## src/rtl/counter_updown_pkg.sv

```systemverilog
// Shared definitions for the up/down modulo counter family: overflow policy
// encoding and the width helper used to size counters from their modulus.
package counter_updown_pkg;

  typedef enum logic {
    COUNTER_WRAP     = 1'b0,
    COUNTER_SATURATE = 1'b1
  } counter_policy_e;

  // Ceiling log2 with a floor of 1, so a modulus of 2**n needs n bits.
  function automatic int util_math_log2(input int n);
    int r;
    r = 1;
    for (int i = 1; i < 31; i++) begin
      if ((1 << i) < n) r = i + 1;
    end
    return r;
  endfunction

endpackage

```

## src/rtl/counter_updown_if.sv

```systemverilog
// Control and status bundle of counter_updown: load/count controls in,
// count value and status flags out.
interface counter_updown_if #(
  parameter int WIDTH      = 4,
  parameter int STEP_WIDTH = WIDTH
);
  logic [WIDTH-1:0]      d;
  logic                  load;
  logic                  enable;
  logic                  down;
  logic [STEP_WIDTH-1:0] step;
  logic [WIDTH-1:0]      limit;
  logic [WIDTH-1:0]      q;
  logic                  wrap;
  logic                  zero;
  logic                  term;

  modport master (
    output d, load, enable, down, step, limit,
    input  q, wrap, zero, term
  );

  modport slave (
    input  d, load, enable, down, step, limit,
    output q, wrap, zero, term
  );
endinterface

```

## src/rtl/counter_updown_nextval.sv

```systemverilog
// Combinational next-count unit: one count/step/modulus/direction/policy in,
// next count and wrap event out. Shared by future counters.
module counter_updown_nextval
  import counter_updown_pkg::*;
#(
  parameter int WIDTH = 4
) (
  input  logic [WIDTH-1:0] count,
  input  logic [WIDTH-1:0] s,
  input  logic [WIDTH:0]   m,
  input  logic             down,
  input  counter_policy_e  policy,
  output logic [WIDTH-1:0] next,
  output logic             wrap
);

  localparam logic [WIDTH:0] ONE = (WIDTH+1)'(1);

  logic [WIDTH:0] cnt_ext;
  logic [WIDTH:0] s_ext;
  logic [WIDTH:0] sum;
  logic           sat;

  // NOTE: every output gets a default first so no path through the if-chain
  // leaves a value unassigned and infers a latch.
  always_comb begin
    cnt_ext = {1'b0, count};
    s_ext   = {1'b0, s};
    sum     = cnt_ext + s_ext;
    sat     = (policy == COUNTER_SATURATE);
    next    = count;
    wrap    = 1'b0;

    if (cnt_ext >= m) begin
      // Stale state after the modulus shrank: snap back into range, no step.
      wrap = 1'b1;
      next = sat ? WIDTH'(m - ONE) : '0;
    end else if (!down) begin
      if (sum < m) begin
        next = WIDTH'(sum);
      end else begin
        wrap = 1'b1;
        next = sat ? WIDTH'(m - ONE) : WIDTH'(sum - m);
      end
    end else if (cnt_ext >= s_ext) begin
      next = WIDTH'(cnt_ext - s_ext);
    end else begin
      wrap = 1'b1;
      next = sat ? '0 : WIDTH'(cnt_ext + m - s_ext);
    end
  end

endmodule

```

## src/rtl/counter_updown.sv

```systemverilog
// Up/down modulo counter with runtime step and modulus, wrap or saturate
// policy, wrap/zero/terminal-count status and an aligned output delay line.
module counter_updown
  import counter_updown_pkg::*;
#(
  parameter int MAX        = 16,
  parameter int WIDTH      = util_math_log2(MAX),
  parameter int STEP_WIDTH = WIDTH,
  parameter int SATURATE   = 0,
  parameter int DELAY      = 0
) (
  input logic             clk,
  input logic             rst,
  counter_updown_if.slave bus
);

  localparam counter_policy_e POLICY = (SATURATE != 0) ? COUNTER_SATURATE : COUNTER_WRAP;
  // MAX == 2**WIDTH needs the extra bit; it would alias to 0 otherwise.
  localparam logic [WIDTH:0]  MAX_M  = (WIDTH+1)'(MAX);
  localparam logic [WIDTH:0]  ONE    = (WIDTH+1)'(1);
  localparam int              BW     = WIDTH + 3;

  logic [WIDTH:0]   m;
  logic [WIDTH:0]   m_last;
  logic [WIDTH:0]   step_ext;
  logic [WIDTH-1:0] s_eff;
  logic [WIDTH-1:0] load_val;
  logic [WIDTH-1:0] count;
  logic [WIDTH-1:0] count_nxt;
  logic             wrap_nxt;
  logic             wrap_r;
  logic             zero_i;
  logic             term_i;
  logic [BW-1:0]    stage_in;
  logic [BW-1:0]    stage_out;

  always_comb begin
    m        = (bus.limit != '0) ? {1'b0, bus.limit} : MAX_M;
    m_last   = m - ONE;
    step_ext = (WIDTH+1)'(bus.step);
    s_eff    = (step_ext < m_last) ? WIDTH'(step_ext) : WIDTH'(m_last);
    load_val = ({1'b0, bus.d} < m) ? bus.d : WIDTH'(m_last);
  end

  counter_updown_nextval #(
    .WIDTH (WIDTH)
  ) u_nextval (
    .count  (count),
    .s      (s_eff),
    .m      (m),
    .down   (bus.down),
    .policy (POLICY),
    .next   (count_nxt),
    .wrap   (wrap_nxt)
  );

  // NOTE: sequential state uses non-blocking assignments so every register
  // samples pre-edge values regardless of block evaluation order.
  always_ff @(posedge clk or posedge rst) begin
    if (rst) begin
      count  <= '0;
      wrap_r <= 1'b0;
    end else if (bus.load) begin
      count  <= load_val;
      wrap_r <= 1'b0;
    end else if (bus.enable) begin
      count  <= count_nxt;
      wrap_r <= wrap_nxt;
    end else begin
      wrap_r <= 1'b0;
    end
  end

  assign zero_i   = (count == '0);
  assign term_i   = bus.down ? zero_i : ({1'b0, count} == m_last);
  assign stage_in = {count, wrap_r, zero_i, term_i};

  if (DELAY == 0) begin : g_nodelay
    assign stage_out = stage_in;
  end else begin : g_delay
    logic [BW-1:0] pipe [DELAY];

    // NOTE: the delay stages are cleared on reset (unlike a plain data RAM)
    // so no stale count or flag emerges after reset is released.
    always_ff @(posedge clk or posedge rst) begin
      if (rst) begin
        for (int i = 0; i < DELAY; i++) pipe[i] <= '0;
      end else begin
        pipe[0] <= stage_in;
        for (int i = 1; i < DELAY; i++) pipe[i] <= pipe[i-1];
      end
    end

    assign stage_out = pipe[DELAY-1];
  end

  assign bus.q    = stage_out[BW-1:3];
  assign bus.wrap = stage_out[2];
  assign bus.zero = stage_out[1];
  assign bus.term = stage_out[0];

endmodule

```

## src/flat_wrapper.sv

```systemverilog
// flat-port wrapper written by rule: the top's interface ports become plain ports
module counter_updown_flat import counter_updown_pkg::*;
#(
  parameter int MAX        = 16,
  parameter int WIDTH      = util_math_log2(MAX),
  parameter int STEP_WIDTH = WIDTH,
  parameter int SATURATE   = 0,
  parameter int DELAY      = 0
)
  (clk, rst, bus_d, bus_load, bus_enable, bus_down, bus_step, bus_limit, bus_q, bus_wrap, bus_zero, bus_term);
  counter_updown_if #(.WIDTH(WIDTH), .STEP_WIDTH(STEP_WIDTH)) bus_i ();
  input logic clk;
  input logic rst;
  input wire logic [$bits(bus_i.d)-1:0] bus_d;
  input wire logic [$bits(bus_i.load)-1:0] bus_load;
  input wire logic [$bits(bus_i.enable)-1:0] bus_enable;
  input wire logic [$bits(bus_i.down)-1:0] bus_down;
  input wire logic [$bits(bus_i.step)-1:0] bus_step;
  input wire logic [$bits(bus_i.limit)-1:0] bus_limit;
  output wire logic [$bits(bus_i.q)-1:0] bus_q;
  output wire logic [$bits(bus_i.wrap)-1:0] bus_wrap;
  output wire logic [$bits(bus_i.zero)-1:0] bus_zero;
  output wire logic [$bits(bus_i.term)-1:0] bus_term;
  assign bus_i.d = bus_d;
  assign bus_i.load = bus_load;
  assign bus_i.enable = bus_enable;
  assign bus_i.down = bus_down;
  assign bus_i.step = bus_step;
  assign bus_i.limit = bus_limit;
  assign bus_q = bus_i.q;
  assign bus_wrap = bus_i.wrap;
  assign bus_zero = bus_i.zero;
  assign bus_term = bus_i.term;
  counter_updown #(.MAX(MAX), .WIDTH(WIDTH), .STEP_WIDTH(STEP_WIDTH), .SATURATE(SATURATE), .DELAY(DELAY)) u_core (.clk(clk), .rst(rst), .bus(bus_i));
endmodule
```

## config.mk

```make
export PLATFORM = sky130hd
export DESIGN_NAME = counter_updown_flat
export DESIGN_NICKNAME = d
export VERILOG_FILES = /design/src/rtl/counter_updown_pkg.sv /design/src/rtl/counter_updown_if.sv /design/src/rtl/counter_updown_nextval.sv /design/src/rtl/counter_updown.sv /design/src/flat_wrapper.sv
export SDC_FILE = /design/constraint.sdc
export NUM_CORES = 1
export LEC_CHECK = 0
export CORE_ASPECT_RATIO = 0.8
export CORE_MARGIN = 1.5
export CORE_UTILIZATION = 45
export DETAILED_ROUTE_END_ITERATION = 8
export PLACE_DENSITY_LB_ADDON = 0.2
export REMOVE_ABC_BUFFERS = 1
export SYNTH_ARGS = -nofsm -noshare
export SYNTH_HDL_FRONTEND = slang
export SYNTH_SLANG_ARGS = --single-unit
```

## constraint.sdc

```tcl
create_clock -name clk -period 4.3 [get_ports clk]
set_input_delay 0.86 -clock clk [delete_from_list [all_inputs] [get_ports clk]]
set_output_delay 0.86 -clock clk [all_outputs]
set_load 0.05 [all_outputs]
```

==> flow_metrics.env, run 1 <==
export IMPL_status="finished with violations"
export IMPL_violations="setup timing"
export IMPL_layout_commonest_cell="buf_4"
export IMPL_slowest_stage="fa_2"
export IMPL_cp_cell_sequence="buf_8 > inv_8 > ha_4 > ha_4 > a21o_1 > a21oi_4 > a21oi_4 > o21ai_4 > nand2_2 > o21ai_2 > ha_2 > inv_2 > fa_2 > inv_2 > ha_4 > nor2b_4 > a2bb2oi_2 > o41a_1 > buf_4 > buf_6 > nand2_4 > xnor2_2 > mux2i_1 > a221o_1"
export IMPL_clk_pin_slew_ps=40
export IMPL_cts_max_level=1
export IMPL_postRouteAntennaNets=0
export IMPL_r2r_cells=13
export IMPL_design_core_area_um2=3130
export IMPL_grtUsageTotal_pct=33.5
export IMPL_synth_fa_ha_area_share_pct=29.1
export IMPL_p_per_area_nw_per_um2=682
export IMPL_ctsHoldBuffers=0
export IMPL_clock_latency_ps=220
export IMPL_crit_top_cell="ha_4"
export IMPL_synth_compound_area_share_pct=23.5
export IMPL_wl_per_cell_um=21.5
export IMPL_met3_usage_pct=3.70
export IMPL_gr_usage_met2_pct=56.0
export IMPL_routabilityCongestion=0.874
export IMPL_antenna_cells=0
export IMPL_max_clock_freq_mhz=203
export IMPL_arrival_ps=5020
export IMPL_routed_via_count=1912
export IMPL_synthArstFlopShare_pct=100
export IMPL_pre_cts_slack_ps=-1400
export IMPL_n_fill_cell=181
export IMPL_antenna_found_initial=0
export IMPL_holdWs_ps=840
export IMPL_worstPathRequired_ps=4400
export IMPL_rsz0062_at_grt="true"
export IMPL_nets=315
export IMPL_path_buf_inv=6
export IMPL_first_pass_iters=4
export IMPL_dp_hpwl_um=3840
export IMPL_postSynthCellCount=182
export IMPL_max_cap_viol_count=0
export IMPL_r2r_end="u_core.bus.q[2]"
export IMPL_grt_pass1_vias=1801
export IMPL_layout_common_cells="buf_4, inv_1, ha_1"
export IMPL_cpLargestDelayFamily="compound AO/OA/AOI/OAI gates"
export IMPL_die_x_um=67.6
export IMPL_pin_count=24
export IMPL_post_synth_cell_area_avg_um2=8.26
export IMPL_synth_simple_gate_area_share_pct=17.1
export IMPL_grt_use_met1_pct=41.5
export IMPL_cpPeakStageDelay_ps=560
export IMPL_synth_ff_type="dfrtp_1"
export IMPL_maxSlewViolCount=0
export IMPL_peakVddDrop_mv=0.426
export IMPL_leakage_nw=1.21
export IMPL_r2r_start="u_core.bus.q[1]"
export IMPL_fin_crit_ps=4920
export IMPL_syn_area_um2=1500
export IMPL_dp_cells=285
export IMPL_die_h_um=54.7
export IMPL_tightest_slew_ps=617
export IMPL_gr_max_usage_layer="met2"
export IMPL_drt_iter0_drc=191
export IMPL_hold_viol=0
export IMPL_endpoint_kind="register"
export IMPL_synth_top_family_by_area="adder cells"
export IMPL_setup_ws_ps=-619
export IMPL_hp_class="input port to asynchronous set/reset pin"
export IMPL_grt_start_max_net_pins=11
export IMPL_numCtsBuffers=3
export IMPL_die_area_um2=3700
export IMPL_synthMuxAreaShare_pct=4.83
export IMPL_drc=0
export IMPL_setup_tns_final_ps=-2500
export IMPL_cts_buffer_depth=2
export IMPL_crit_fanout=5
export IMPL_grt_overflow=0
export IMPL_cts_root_buf="clkbuf_8"
export IMPL_cts_tree="built"
export IMPL_finalSetupViolations=5
export IMPL_finalClockSkew_ps=5.06
export IMPL_yosys_warnings=0
export IMPL_io_buffer_count=23
export IMPL_ys_seq_elements=5
export IMPL_layout_cells_non_filler=305
export IMPL_seq_area_frac_synth_pct=8.32
export IMPL_start_kind="input port"
export IMPL_fin_crit_sh_pct=114
export IMPL_cts_num_sinks=5
export IMPL_syn2layout_area_growth_pct=71.9
export IMPL_synth_edff_count=0
export IMPL_max_slew_margin_pct=58.5
export IMPL_worstSetupPathType="input port to register"
export IMPL_drive_above_1_share_pct=42.6
export IMPL_rows=18
export IMPL_start_util_pct=48.0
export IMPL_synth_xor_area_share_pct=9.32
export IMPL_synthDistinctLibCells=47
export IMPL_vias_per_cell=6.27
export IMPL_grt_pass1_wl_um=8790
export IMPL_ff2ff_setup_slack_ps=970
export IMPL_utilization_pct=82.6
export IMPL_wl_um=6570
## sequential cells by signal (all words and copies together) (netlist names)
| name | cells |
|---|---|
| u_core.bus.wrap | 1 |
| u_core.bus.q | 4 |
## routing by layer
metal  part of all wire [%]  vias to the layer above
met2                     47                      114
met5                      0                        -
met3                    7.5                       38
li1                       -                      822
met4                    5.5                        0
met1                     40                      938
## through the flow
stage	area, um2	power (mW)
2_1_floorplan	1470	0.764
6_report	2580	1.76
3_3_place_gp	2100	1.14
5_1_grt	2580	1.85
3_5_place_dp	2100	1.19
4_1_cts	2450	1.49
## worst max path at each step
stage	startpoint	to	slack, ps	depth (start not counted)
2_1_floorplan	bus_limit[0]	u_core.bus.q[0]	-740	20
3_3_place_gp	bus_limit[0]	u_core.bus.q[0]	-1250	22
3_5_place_dp	bus_limit[0]	u_core.bus.q[0]	-1400	22
4_1_cts	bus_limit[0]	u_core.bus.q[0]	-380	22
5_1_grt	bus_limit[0]	u_core.bus.q[0]	-680	22
6_report	bus_limit[0]	u_core.bus.q[2]	-620	24
## area by class of cell
cell class	instances	area, um2	area share, %
Sequential cell	5	125	4.84
Multi-Input combinational cell	149	1540	59.7
Clock inverter	1	5.00	0.194
Inverter	22	95.1	3.68
Tap cell	40	50.0	1.94
Timing Repair Buffer	85	726	28.1
Clock buffer	3	41.3	1.60
## report_power, final
part	total, mW	switching, mW	leakage [nW]	internal [mW]
registers	0.111	0.0473	0.0623	0.0632
logic	1.56	0.782	1.12	0.781
clock network	0.0882	0.0257	0.0255	0.0625
## cells by family (layout without fill, tap and decap cells)
family / Yosys count / in the layout
compound gates: 49 / 49
simple gates: 45 / 45
fa+ha+maj: 32 / 32
buf+inv: 28 / 111
xor+xnor: 16 / 16
mux: 7 / 7
flops: 5 / 5
## Yosys cell counts, types with 2 or more instances
cell / number / area [um2]
a21oi_1: 13 / 65.1
xnor2_1: 11 / 96.3
buf_1: 2 / 7.51
nor4_1: 4 / 25.0
nand2_1: 8 / 30.0
xor2_1: 5 / 43.8
inv_1: 22 / 82.6
nor3_1: 5 / 25.0
nand3_1: 2 / 10.0
nor2_1: 8 / 30.0
a221o_1: 3 / 30.0
and2_1: 2 / 12.5
dfrtp_1: 5 / 125
fa_1: 5 / 100
o211ai_1: 2 / 15.0
o21ai_0: 11 / 55.1
o21bai_1: 2 / 15.0
nor2b_1: 4 / 25.0
ha_1: 27 / 338
mux2i_1: 5 / 50.1
a21o_1: 6 / 45.0
nand2b_1: 5 / 31.3
## timing repair
action | in CTS | in global routing
endpoints found under the setup margin | 5 | 5
buffers inserted | 11 | 6
endpoints found under the hold margin | 0 | 0
pin swaps | 24 | 12
resized for setup | 66 | 15
Note: power is estimated with default switching activity, not from simulation.
==> inputs of run 2 (changes only) <==
- RECOVER_POWER: default -> 50
- REMOVE_ABC_BUFFERS: 1 -> default
- TNS_END_PERCENT: default -> 20
==> run 2 against run 1 <==
The run still ends with setup timing left; register-to-register slack improved by 100 ps; combinational power fell by 13%; non-clock buffer count is 7 lower; sequential power decreased by 5%; first-iteration DRC count is 48% lower; utilization decreased by 5.6 points; cell count down 2.3%; total power shrank 12%; largest cell class unchanged; largest power group unchanged; highest routed layer unchanged.
==> flow_metrics.env, run 2 (synthesis results as in run 1) <==
export IMPL_ff2ff_setup_slack_ps=1070
export IMPL_fin_crit_ps=5020
export IMPL_grt_pass1_wl_um=8290
export IMPL_multiInputGateArea_um2=1450
export IMPL_grt_start_max_net_pins=11
export IMPL_routabilityCongestion=0.946
export IMPL_postRouteAntennaNets=0
export IMPL_p_per_area_nw_per_um2=645
export IMPL_numCtsBuffers=3
export IMPL_antenna_cells=0
export IMPL_layout_commonest_cell="buf_4"
export IMPL_leakage_nw=1.13
export IMPL_grtUsageTotal_pct=30.6
export IMPL_cts_max_level=1
export IMPL_arrival_ps=5120
export IMPL_worstPathRequired_ps=4410
export IMPL_path_buf_inv=4
export IMPL_slowest_stage="fa_1"
export IMPL_wl_per_cell_um=18.6
export IMPL_rows=18
export IMPL_grt_overflow=0
export IMPL_layout_common_cells="buf_4, ha_1, inv_1"
export IMPL_syn2layout_area_growth_pct=60.1
export IMPL_vias_per_cell=5.85
export IMPL_cts_root_buf="clkbuf_8"
export IMPL_peakVddDrop_mv=0.598
export IMPL_clock_latency_ps=220
export IMPL_design_core_area_um2=3130
export IMPL_rsz0062_at_grt="true"
export IMPL_pin_count=24
export IMPL_n_fill_cell=198
export IMPL_finalClockSkew_ps=6.58
export IMPL_cts_buffer_depth=2
export IMPL_setup_tns_final_ps=-2820
export IMPL_dp_hpwl_um=3800
export IMPL_r2r_cells=11
export IMPL_max_clock_freq_mhz=199
export IMPL_start_util_pct=48.0
export IMPL_die_area_um2=3700
export IMPL_die_h_um=54.7
export IMPL_cts_num_sinks=5
export IMPL_wl_um=5540
export IMPL_worstSetupPathType="input port to register"
export IMPL_power_mw=1.55
export IMPL_max_slew_margin_pct=61.3
export IMPL_first_pass_iters=4
export IMPL_crit_top_cell="ha_4"
export IMPL_setup_ws_ps=-717
export IMPL_endpoint_kind="register"
export IMPL_antenna_found_initial=0
export IMPL_syn_nets=231
export IMPL_hold_viol=0
export IMPL_finalSetupViolations=5
export IMPL_fin_crit_sh_pct=117
export IMPL_r2r_end="u_core.bus.q[0]"
export IMPL_clk_pin_slew_ps=40
export IMPL_drive_above_1_share_pct=36.4
export IMPL_tightest_slew_ps=575
export IMPL_cpPeakStageDelay_ps=530
export IMPL_violations="setup timing"
export IMPL_r2r_start="u_core.bus.q[1]"
export IMPL_max_cap_viol_count=0
export IMPL_die_x_um=67.6
export IMPL_io_buffer_count=23
export IMPL_cp_cell_sequence="buf_8 > clkinvlp_4 > ha_4 > ha_4 > a21o_1 > a21oi_4 > a21oi_2 > o21ai_2 > nand2_1 > o21ai_2 > ha_2 > inv_2 > fa_1 > inv_2 > ha_4 > nor2b_4 > a2bb2oi_2 > o41a_1 > nor2_1 > a21o_1 > mux2_4 > a221o_1"
export IMPL_hp_start="u_core.bus.q[0]"
export IMPL_whs_path_depth=3
export IMPL_status="finished with violations"
export IMPL_drc=0
export IMPL_grt_pass1_vias=1708
export IMPL_largest_register_ffs=4
export IMPL_startpoint="bus_limit[0]"
export IMPL_routed_via_count=1743
export IMPL_drt_iter0_drc=99
export IMPL_seq_area_um2=125
export IMPL_worstHoldEndpoint="u_core.bus.q[0]"
export IMPL_cpLargestDelayFamily="compound AO/OA/AOI/OAI gates"
export IMPL_crit_fanout=5
export IMPL_cts_tree="built"
export IMPL_hp_class="register to register"
export IMPL_nets=308
export IMPL_maxSlewViolCount=0
export IMPL_start_kind="input port"
-- run 2: changes by cell type in the layout (fill, tap and decap cells not counted), moves of 2 or more --
cell	before	now
xnor2_2	4	2
xnor2_1	6	9
buf_6	5	1
ha_1	18	20
ha_4	8	6
nand2_1	6	8
dlygate4sd3_1	0	2
o21ai_1	0	2
buf_4	57	54
-- run 2: final cells by class --
class / instances / share of cell area (%)
Clock buffer: 4 / 1.87
Inverter: 22 / 3.58
Multi-Input combinational cell: 149 / 60.1
Sequential cell: 5 / 5.19
Tap cell: 40 / 2.08
Timing Repair Buffer: 78 / 27.2
-- run 2: per-stage QoR --
step                area [um2]  hold slack [ps]  utilization, %  std cells  setup WS [ps]
detailed placement        2200              865            70.2        287          -1330
floorplan                 1580              639               -        182           -619
finish                    2410              956            76.9        298           -717
global route              2410             1000            76.9        298           -861
global placement          2200              848            70.2        287          -1200
CTS                       2360              860            75.3        297           -478
-- run 2: timing repair --
item                       in CTS  in global routing
setup endpoints to repair       5                  5
setup buffers                   6                  1
resized for setup              30                  6
hold buffers                    0                  0
pin swaps                      19                  4
-- run 2: worst reg2reg max path, stage by stage (launching register included) --
cell and delay (ps):
dfrtp_1 500, inv_1 220, fa_1 630, inv_2 70, ha_4 210, nor2b_4 120
a2bb2oi_2 140, o41a_1 360, nor2_1 110, a21o_1 150, mux2_4 310, a221o_1 310
-- run 2: where the power goes --
| part | internal (mW) | leakage (nW) | total (mW) | switching [mW] |
|---|---|---|---|---|
| Combinational | 0.683 | 1.05 | 1.36 | 0.677 |
| Sequential | 0.0634 | 0.0623 | 0.105 | 0.0417 |
| Clock | 0.0637 | 0.0228 | 0.0879 | 0.0242 |
| Total | 0.810 | 1.13 | 1.55 | 0.743 |
-- run 2: how the worst max path moves through the flow --
stage,endpoint,slack [ps],depth (start not counted)
2_1_floorplan,u_core.bus.q[0],-620,21
3_3_place_gp,u_core.bus.q[0],-1200,22
3_5_place_dp,u_core.bus.q[0],-1330,22
4_1_cts,u_core.bus.q[0],-480,22
5_1_grt,u_core.bus.q[0],-860,22
6_report,u_core.bus.q[0],-720,22
-- run 2: routing by layer --
layer  routed length (um)  track usage [%]  share of wire, %
met1                 2210             38.4                40
met2                 2740             57.0                49
met3                  453             2.88               8.2
met4                  141             6.80               2.5
met5                    0                0                 0
==> RTL change, RTL diff (flow settings as in run 2) <==
`SATURATE` is set to 0 in 2 places; all go to 1.
--- a/src/rtl/counter_updown.sv
+++ b/src/rtl/counter_updown.sv
@@ -6,7 +6,7 @@
   parameter int MAX        = 16,
   parameter int WIDTH      = util_math_log2(MAX),
   parameter int STEP_WIDTH = WIDTH,
-  parameter int SATURATE   = 0,
+  parameter int SATURATE   = 1,
   parameter int DELAY      = 0
 ) (
   input logic             clk,
--- a/src/flat_wrapper.sv
+++ b/src/flat_wrapper.sv
@@ -4,7 +4,7 @@
   parameter int MAX        = 16,
   parameter int WIDTH      = util_math_log2(MAX),
   parameter int STEP_WIDTH = WIDTH,
-  parameter int SATURATE   = 0,
+  parameter int SATURATE   = 1,
   parameter int DELAY      = 0
 )
   (clk, rst, bus_d, bus_load, bus_enable, bus_down, bus_step, bus_limit, bus_q, bus_wrap, bus_zero, bus_term);
Behaviour: not the same (Yosys sat finds a counterexample within 4 cycles, from zero or initial values and one cycle with rst high).
==> RTL change against run 2 <==
- the flow still finishes with violations (negative setup slack)
- via count shrank 18%
- count of clock-buffer cells in the layout is the same
- first-iteration DRC count shrank 55%
- cell count shrank 14%
- worst setup slack gained 0.23 ns
- area after synthesis shrank 15%
- sequential cell count is the same
- total power shrank 43%
- design area shrank 14%
- wire length shrank 19%
- largest power group unchanged
- highest routed layer unchanged
==> RTL change: results (changes against run 2) <==
status finished with violations; violated checks negative setup slack; setup slack of the worst register-to-register path 1.23 ns (+0.16 ns); peak ir drop on the vdd network 381.7 uV (-36%); reg-to-reg endpoint u_core.bus.q[3]; largest stage delay on the critical path 0.35 ns (-0.18 ns); slowest CP cell sky130_fd_sc_hd__o41a_1; detail-routed net length per standard cell 17.49 um (-6.0%); area share of fa/ha/maj cells after synthesis 25.44% (-3.7 points); sequential-to-total area share from yosys stat 9.785% (+1.5 points); placed inst area 1882 sq um (-14%); Synth Area in XOR/XNOR 7.339% (-2.0 points); 1st-iter DRT viols 45 (-55%); Final Wtd Congestion 0.9368 (-0.93%); pin count of the biggest net entering global routing 12 (+1); most used standard cells in the synthesized netlist sky130_fd_sc_hd__ha_1 (22), sky130_fd_sc_hd__inv_1 (18), sky130_fd_sc_hd__a21oi_1 (14), sky130_fd_sc_hd__o21ai_0 (8); final sum of negative setup slack -2.047 ns (+0.7717 ns); vias in the first global route 1592 (-6.8%); overall global routing resource usage 30.86% (+0.23 points); min-delay src u_core.bus.q[3]; compound-cell area share of the yosys netlist 30.14% (+6.6 points); number of buffers added for setup after CTS 5 (-1); Hold WS 0.9179 ns (-0.03818 ns); pre-CTS setup slack -1.341 ns (-0.01341 ns); Clk Tree Root Cell sky130_fd_sc_hd__clkbuf_4; wire length after detailed routing 4495 um (-19%); Final setup violation count 5 (unchanged); wire length of the first global-routing pass 7479 um (-9.8%); Final Skew 0.001186 ns (-0.005392 ns); number of cells produced by synthesis 157 (-14%); worst-case setup margin in the final layout -0.4883 ns (+0.2286 ns); CP max FO 4 (-1)
[RTL change: per-layer routing]
metal	vias up	track usage, %	wire (um)
met5	-	0	0
met1	689	37.62	1922
met2	49	54.84	2241
met4	0	12.59	42
li1	693	-	-
met3	6	4.709	288
[RTL change: worst min-delay path, cell delays in order, from the launching register on]
cell and delay (ns):
sky130_fd_sc_hd__dfrtp_1 0.52, sky130_fd_sc_hd__nor3b_1 0.24, sky130_fd_sc_hd__a211o_1 0.13
[RTL change: final cells by class]
cell class              instances  area share, %
well taps                      38          2.309
clock buffers                   4          1.276
inverters                      20          4.010
repair buffers                 62          26.43
multi-input cells             128          59.90
flip-flops and latches          5          6.075
[RTL change: logic make-up (layout without fill, tap and decap cells)]
| family | count (synthesis) | in the layout |
|---|---|---|
| compound gates | 51 | 51 |
| xor+xnor | 9 | 9 |
| fa+ha+maj | 25 | 25 |
| buf+inv | 24 | 86 |
| flops | 5 | 5 |
| mux | 4 | 4 |
| simple gates | 39 | 39 |
[RTL change: worst max-delay path by stage]
stage,startpoint,endpoint,cells past startpoint
after floorplan,bus_limit[1],u_core.bus.q[1],23
final,bus_limit[1],u_core.bus.q[3],23
after global routing,bus_limit[1],u_core.bus.q[3],23
after detailed placement,bus_limit[1],u_core.bus.q[1],23
after CTS,bus_limit[0],u_core.bus.q[1],23
after global placement,bus_limit[1],u_core.bus.q[1],23
[RTL change: power by group through the flow]
stage | Combinational (uW) | Sequential (uW) | Clock (uW)
2_1_floorplan | 358 | 112 | 0
4_1_cts | 695 | 84.7 | 52.5
6_report | 745 | 85.6 | 50.7
3_3_place_gp | 591 | 83.5 | 0
3_5_place_dp | 608 | 83.7 | 0
5_1_grt | 799 | 86.5 | 57.2
